<file path="src/rtl/sram_pkg.sv">
// Shared types for the cache-side SRAM requester: FSM states, request record, word-width helper.
package sram_pkg;

  typedef enum logic [1:0] {
    IDLE,
    RD_WAIT,
    WR,
    RESP
  } stateT;

  localparam int DEF_WIDTH           = 16;
  localparam int DEF_LOG_DEPTH       = 9;
  localparam int DEF_LOG_LINE_OFFSET = 3;

  function automatic int wordWidth(input int width, input int logLineOffset);
    return width >> logLineOffset;
  endfunction

  // Request record at the default geometry; the requester builds an equivalent at its own widths.
  typedef struct packed {
    logic                                                    write;
    logic [DEF_LOG_DEPTH-1:0]                                addr;
    logic [DEF_LOG_LINE_OFFSET-1:0]                          offset;
    logic [(DEF_WIDTH >> DEF_LOG_LINE_OFFSET)-1:0]           wdata;
  } reqT;

endpackage

</file>
<file path="src/rtl/sram_line_buf.sv">
// One-entry line buffer used when SRAM_REQ_FWD_EN is defined: address lookup,
// whole-line load from a completed read, and single-word update from a write.
module sram_line_buf
  import sram_pkg::*;
#(
  parameter int width         = 16,
  parameter int logDepth      = 9,
  parameter int logLineOffset = 3
) (
  input  logic                     clk,
  input  logic                     reset,
  input  logic [logDepth-1:0]      lookupAddr,
  output logic                     hit,
  output logic [width-1:0]         line,
  input  logic                     load,
  input  logic [logDepth-1:0]      loadAddr,
  input  logic [width-1:0]         loadLine,
  input  logic                     update,
  input  logic [logDepth-1:0]      updateAddr,
  input  logic [logLineOffset-1:0] updateOffset,
  input  logic [wordWidth(width, logLineOffset)-1:0] updateWord
);

  localparam int W     = wordWidth(width, logLineOffset);
  localparam int WORDS = 1 << logLineOffset;

  logic                validReg;
  logic [logDepth-1:0] addrReg;
  logic [W-1:0]        wordReg [WORDS];
  logic                updateHit;

  assign hit       = validReg && (addrReg == lookupAddr);
  assign updateHit = update && validReg && (addrReg == updateAddr);

  always_ff @(posedge clk or posedge reset) begin
    if (reset) begin
      validReg <= 1'b0;
      addrReg  <= '0;
    end else if (load) begin
      validReg <= 1'b1;
      addrReg  <= loadAddr;
    end
  end

  // Each word lane owns its storage so a write touches only the addressed word.
  for (genvar gi = 0; gi < WORDS; gi++) begin : g_word
    always_ff @(posedge clk or posedge reset) begin
      if (reset) begin
        wordReg[gi] <= '0;
      end else if (load) begin
        wordReg[gi] <= loadLine[gi*W +: W];
      end else if (updateHit && (updateOffset == logLineOffset'(gi))) begin
        wordReg[gi] <= updateWord;
      end
    end
    assign line[gi*W +: W] = wordReg[gi];
  end

endmodule

</file>
<file path="src/rtl/sram_requester.sv">
// Single-outstanding SRAM initiator: word writes, fixed-latency line reads, ready/valid response.
// Optional SRAM_REQ_FWD_EN adds a one-entry line buffer that short-circuits repeat reads.
module sram_requester
  import sram_pkg::*;
#(
  parameter int width         = 16,
  parameter int logDepth      = 9,
  parameter int logLineOffset = 3,
  parameter int READ_LAT      = 1
) (
  input  logic                     clk,
  input  logic                     reset,
  input  logic                     req_valid,
  output logic                     req_ready,
  input  logic                     req_write,
  input  logic [logDepth-1:0]      req_addr,
  input  logic [logLineOffset-1:0] req_offset,
  input  logic [wordWidth(width, logLineOffset)-1:0] req_wdata,
  output logic                     resp_valid,
  input  logic                     resp_ready,
  output logic [width-1:0]         resp_data,
  output logic                     wr_done,
  output logic [logDepth-1:0]      sram_readAddr,
  output logic [logDepth-1:0]      sram_writeAddr,
  output logic [width-1:0]         sram_writeData,
  output logic [logLineOffset-1:0] sram_writeOffset,
  output logic                     sram_writeEnable,
  output logic                     sram_writeConfirm,
  input  logic [width-1:0]         sram_readData
);

  localparam int W  = wordWidth(width, logLineOffset);
  localparam int CW = $clog2(READ_LAT + 1);

  typedef struct packed {
    logic [logDepth-1:0]      addr;
    logic [logLineOffset-1:0] offset;
    logic [W-1:0]             wdata;
  } latchT;

  stateT             state;
  latchT             latched;
  logic [CW-1:0]     count;
  logic [width-1:0]  respLine;
  logic              readyReg;
  logic              respValidReg;
  logic              wrDoneReg;
  logic              wrEnReg;
  logic              fwdHit;
  logic [width-1:0]  fwdLine;

`ifdef SRAM_REQ_FWD_EN
  logic loadBuf;

  assign loadBuf = (state == RD_WAIT) && (count == CW'(1));

  sram_line_buf #(
    .width         (width),
    .logDepth      (logDepth),
    .logLineOffset (logLineOffset)
  ) u_lineBuf (
    .clk          (clk),
    .reset        (reset),
    .lookupAddr   (req_addr),
    .hit          (fwdHit),
    .line         (fwdLine),
    .load         (loadBuf),
    .loadAddr     (latched.addr),
    .loadLine     (sram_readData),
    .update       (wrEnReg),
    .updateAddr   (latched.addr),
    .updateOffset (latched.offset),
    .updateWord   (latched.wdata)
  );
`else
  assign fwdHit  = 1'b0;
  assign fwdLine = '0;
`endif

  always_ff @(posedge clk or posedge reset) begin
    if (reset) begin
      state        <= IDLE;
      latched      <= '0;
      count        <= '0;
      respLine     <= '0;
      readyReg     <= 1'b1;
      respValidReg <= 1'b0;
      wrDoneReg    <= 1'b0;
      wrEnReg      <= 1'b0;
    end else begin
      wrDoneReg <= 1'b0;
      wrEnReg   <= 1'b0;
      case (state)
        IDLE: begin
          if (req_valid) begin
            latched  <= '{addr: req_addr, offset: req_offset, wdata: req_wdata};
            readyReg <= 1'b0;
            if (req_write) begin
              state     <= WR;
              wrDoneReg <= 1'b1;
              wrEnReg   <= 1'b1;
            end else if (fwdHit) begin
              state        <= RESP;
              respLine     <= fwdLine;
              respValidReg <= 1'b1;
            end else begin
              state <= RD_WAIT;
              count <= CW'(READ_LAT);
            end
          end
        end
        RD_WAIT: begin
          count <= count - CW'(1);
          // Data is valid on the last counted cycle; capture it so resp_data holds under backpressure.
          if (count == CW'(1)) begin
            respLine     <= sram_readData;
            respValidReg <= 1'b1;
            state        <= RESP;
          end
        end
        WR: begin
          state    <= IDLE;
          readyReg <= 1'b1;
        end
        RESP: begin
          if (resp_ready) begin
            state        <= IDLE;
            respValidReg <= 1'b0;
            readyReg     <= 1'b1;
          end
        end
        default: begin
          state    <= IDLE;
          readyReg <= 1'b1;
        end
      endcase
    end
  end

  assign req_ready         = readyReg;
  assign resp_valid        = respValidReg;
  assign resp_data         = respLine;
  assign wr_done           = wrDoneReg;
  assign sram_writeEnable  = wrEnReg;
  assign sram_writeConfirm = wrEnReg;
  assign sram_readAddr     = latched.addr;
  assign sram_writeAddr    = latched.addr;
  assign sram_writeOffset  = latched.offset;
  assign sram_writeData    = {{(width - W){1'b0}}, latched.wdata} << (latched.offset * W);

endmodule

</file>
<file path="config.mk">
export PLATFORM = sky130hd
export DESIGN_NAME = sram_requester
export DESIGN_NICKNAME = d
export VERILOG_FILES = /design/src/rtl/sram_pkg.sv /design/src/rtl/sram_line_buf.sv /design/src/rtl/sram_requester.sv
export SDC_FILE = /design/constraint.sdc
export NUM_CORES = 1
export LEC_CHECK = 0
export ABC_AREA = 0
export CAP_MARGIN = 20
export CORE_MARGIN = 3
export CORE_UTILIZATION = 40
export CTS_CLUSTER_SIZE = 10
export DETAILED_ROUTE_END_ITERATION = 8
export DONT_BUFFER_PORTS = 1
export PLACE_DENSITY = 0.61
export SYNTH_ARGS = -nofsm -noshare
export SYNTH_HDL_FRONTEND = slang
export SYNTH_SLANG_ARGS = --single-unit
</file>
<file path="constraint.sdc">
create_clock -name clk -period 1.8 [get_ports clk]
set_clock_uncertainty 0.2 [all_clocks]
set_input_delay 0.36 -clock clk [delete_from_list [all_inputs] [get_ports clk]]
set_output_delay 0.36 -clock clk [all_outputs]
set_load 0.05 [all_outputs]
</file>
# Word level (Yosys, flattened, before mapping)
# Index checks and enable logic that the tools add are counted.
# W data, S select, Z words.
# totals
output_inout_bits,58
wordCells,45
in_bits,35
ff_bits,36
# op_classes
n_mux,17
eq_ne,7
add_sub_neg,1
shifts,1
reduce_logical,10
# ops
operator,n
$shl A2 B4 Y16,1
$reduce_and A3 Y1,4
$mux W1,9
$mux W2,4
$ne A2 B2 Y1 const B,4
$pmux W2 S4,1
$eq A2 B2 Y1 const B,2
$pmux W1 S2,2
$reduce_and A2 Y1,2
$reduce_bool A2 Y1,2
$pmux W1 S3,1
$reduce_bool A3 Y1,1
$eq A2 B1 Y1 const B,1
$logic_not A2 Y1,1
$sub A1 B1 Y1 const B,1

# Logic depth before layout (Yosys ltp)
# depth
depth_word,3
depth_mapped,5
mapped_depth_nobuf,3

# Worst setup path before layout
# No wires, ideal clock.
# synth_path
path_type,reg-to-output
startpoint,reg latched (netlist bit sram_writeOffset[1])
endpoint,out sram_writeData[0]
arrival_time_ns,1.680
slack_ns,-0.440
t_required_ns,1.240
n_path_buf,0
path_stages_with_launch,3
cell_sequence,dfrtp_1 > nand2b_1 > nor3_1
# synth_between
elab_chain_len,1
# synth_lines
element,line_no,rtl
start: declaration,sram_requester.sv:42,latchT latched;
start signal: assignment,sram_requester.sv:96,"latched <= '{addr: req_addr, offset: req_offset, wdata: req_wdata};"
$shl A2 B4 Y16,sram_requester.sv:149,"assign sram_writeData = {{(width - W){1'b0}}, latched.wdata} << (latched.offset * W);"
end: declaration,sram_requester.sv:25,"output logic [width-1:0] sram_writeData,"
# Every way passes these cells.

# Worst setup path in the final report
# layout_path
startpoint,reg latched (netlist bit sram_writeOffset[2])
endpoint,out sram_writeData[7]
# Same word-level chain as after synthesis.

==> impl_metrics.yaml <==
run_status:
  status: "finished with violations"
  violations: "setup timing"
synth:
  syn_area_per_cell_um2: 12.1
  synth_ff_type: "dfrtp_1"
  ys_ff_latch: 36
  ys_seq_area_share_pct: 53.1
  syn_area_mm2: 0.00170
  ys_top_cells_by_count: "35 x dfrtp_1, 30 x mux2_2, 23 x buf_4, 14 x nor2_1"
  synth_fp_nets: 176
  synthesis.instances: 141
  synth_area_leaders: "dfrtp_1 52%, mux2_2 20%, buf_4 10%"
  synth-edff-count: 0
  async_reset_ff_share_pct: 100
  ys_types: 17
  synth_top_cell_area_share_pct: 51.5
  yosysTopAreaCell: "dfrtp_1"
  yosysWarnings: 0
  yosysMostFrequentCell: "dfrtp_1"
routing:
  num_vias: 1023
  drc: 0
  drt_iter0_markers: 28
  drtAntennaViolNets: 0
  avgViaCountPerCell: 4.87
  routed_wl_mm: 3.42
  drt-wirelength-per-cell_um: 16.3
  firstDrtPassIters: 4
clocking:
  cts_buffers: 5
  cts_tree: "yes"
  clkLatencyLatePin_ns: 0.28
  path_clk_slew_ns: 0.07
  htree_levels: 2
  cts_sinks: 36
  root_buffer: "clkbuf_8"
  cts_max_path_buffers: 2
critical_path:
  cp.required_ns: 1.24
  cp-start-kind: "flip-flop"
  cp_max_fo: 8
  arrival_ns: 1.27
  path_class: "reg -> out"
  crit_path_end_kind: "output pin"
job:
  drv_cap: 0
global_routing:
  grt_max_degree: 37
  grt_pass1_vias: 1154
  antenna_found_initial: 0
  grt_usage_pct: 13.7
  grt-ovfl-total: 0
  grt_pass1_wl_mm: 5.38
place:
  place_area_mm2: 0.00198
  dp_hpwl_mm: 2.48
  portBuffers: 0
  place.gp.congestion: 0.835
floorplan:
  fp.coreArea_mm2: 0.00406
  io_pins: 93
  start_util_pct: 41.9
  fp.dieW_um: 71.2
  rows: 23
  die_y_um: 71.2
  die-area_mm2: 0.00507
timing:
  final-hold-violation-count: 0
  period_minus_slack_ns: 1.83
  drv_slew: 0
  worstMarginPinSlew_ns: 0.507
  setup_viol: 7
  grt_setup_unrepaired: "yes"
  layout_setup_ws_ns: -0.0315
  slew-limit-headroom_pct: 66.2
  fmax_mhz: 546
  post-route-period-util_pct: 102
layout:
  final_nets: 194
  design_area_mm2: 0.00226
  area_delta_synth_final_pct: 32.7
  n_antenna_cell: 0
  drive_gt1_share_pct: 60.6
hold_path:
  hold_path_class: "in -> reg"
## cells in the final DEF (no fill, tap or decap), drive strengths merged
master	netlist	routed
inv	5	5
o211ai	1	1
dfstp	1	1
buf	26	37
o21ai	3	3
dlygate4sd3	0	1
nand3b	1	1
nand2	7	7
nand2b	7	7
clkbuf	1	8
nor3	4	4
mux2	30	30
nor2	14	14
nor3b	1	1
a21oi	4	4
dfrtp	35	35
or2b	1	1
## final cells by class
| type | count | area, um2 |
|---|---|---|
| Fill cell | 319 | 1800 |
| Sequential cell | 36 | 905 |
| Multi-Input combinational cell | 73 | 677 |
| Timing Repair Buffer | 38 | 494 |
| Clock buffer | 8 | 100 |
| Tap cell | 50 | 62.6 |
| Inverter | 5 | 18.8 |
## stage by stage
step           hold slack [ns]  setup TNS, ns  instances  setup WS, ns  utilization [%]
2_1_floorplan            0.278          -1.99        141        -0.187                -
3_3_place_gp             0.171              0        198         0.237             48.9
3_5_place_dp             0.177              0        198         0.190             48.9
4_1_cts              0.0000240         -0.191        210       -0.0327             54.2
5_1_grt                0.00760         -0.915        210       -0.0970             55.6
6_report               0.00811         -0.112        210       -0.0315             55.6
## worst paths after layout
check,end,slack (ns),start,cells after the start
worst max register to register,latched[0],0.23,state[0],3
worst min register to register,sram_readAddr[4],0.38,sram_readAddr[4],1
worst min-delay path,sram_writeConfirm,0.008,req_write,2
min in group asynchronous,sram_readAddr[6],0.42,reset,3
worst max-delay path,sram_writeData[7],-0.03,sram_writeOffset[2],3
max in group asynchronous,req_ready,0.64,reset,3
## cells by family (layout without fill, tap and decap cells)
logic type,after synthesis,count (layout),synth area share (%)
muxes,30,30,19.9
AOI/OAI and AO/OA,8,8,2.50
buffers and inverters,32,51,13.5
and+or+nand+nor,35,35,11.1
DFF,36,36,53.1
## worst max-delay path: stages (launching register included)
cell and delay, ns:
dfrtp_2 0.47, nand2b_4 0.20, nor2_1 0.11, buf_4 0.20
## layer usage
metal | wire length [um] | part of all wire (%) | track usage (%)
met1 | 1110 | 32 | 12.6
met2 | 1870 | 55 | 24.1
met3 | 385 | 11 | 8.10
met4 | 54 | 1.6 | 6.05
met5 | 0 | 0 | 0
## timing repair
item,in CTS,in global routing
setup buffers,3,0
hold buffers,1,0
pin swaps,2,1
endpoints found under the hold margin,35,0
resized for setup,22,15
setup endpoints to repair,14,15
## sequential cells by signal, indices dropped and copies added, names as in the netlist
| name | flops |
|---|---|
| resp_data | 16 |
| sram_writeOffset | 3 |
| sram_readAddr | 9 |
| state | 2 |
| count | 1 |
| resp_valid | 1 |
| req_ready | 1 |
| latched | 2 |
| sram_writeConfirm | 1 |
Power is not shown: default switching activity piles up to over one toggle a cycle in this logic, so the estimate is an artifact.
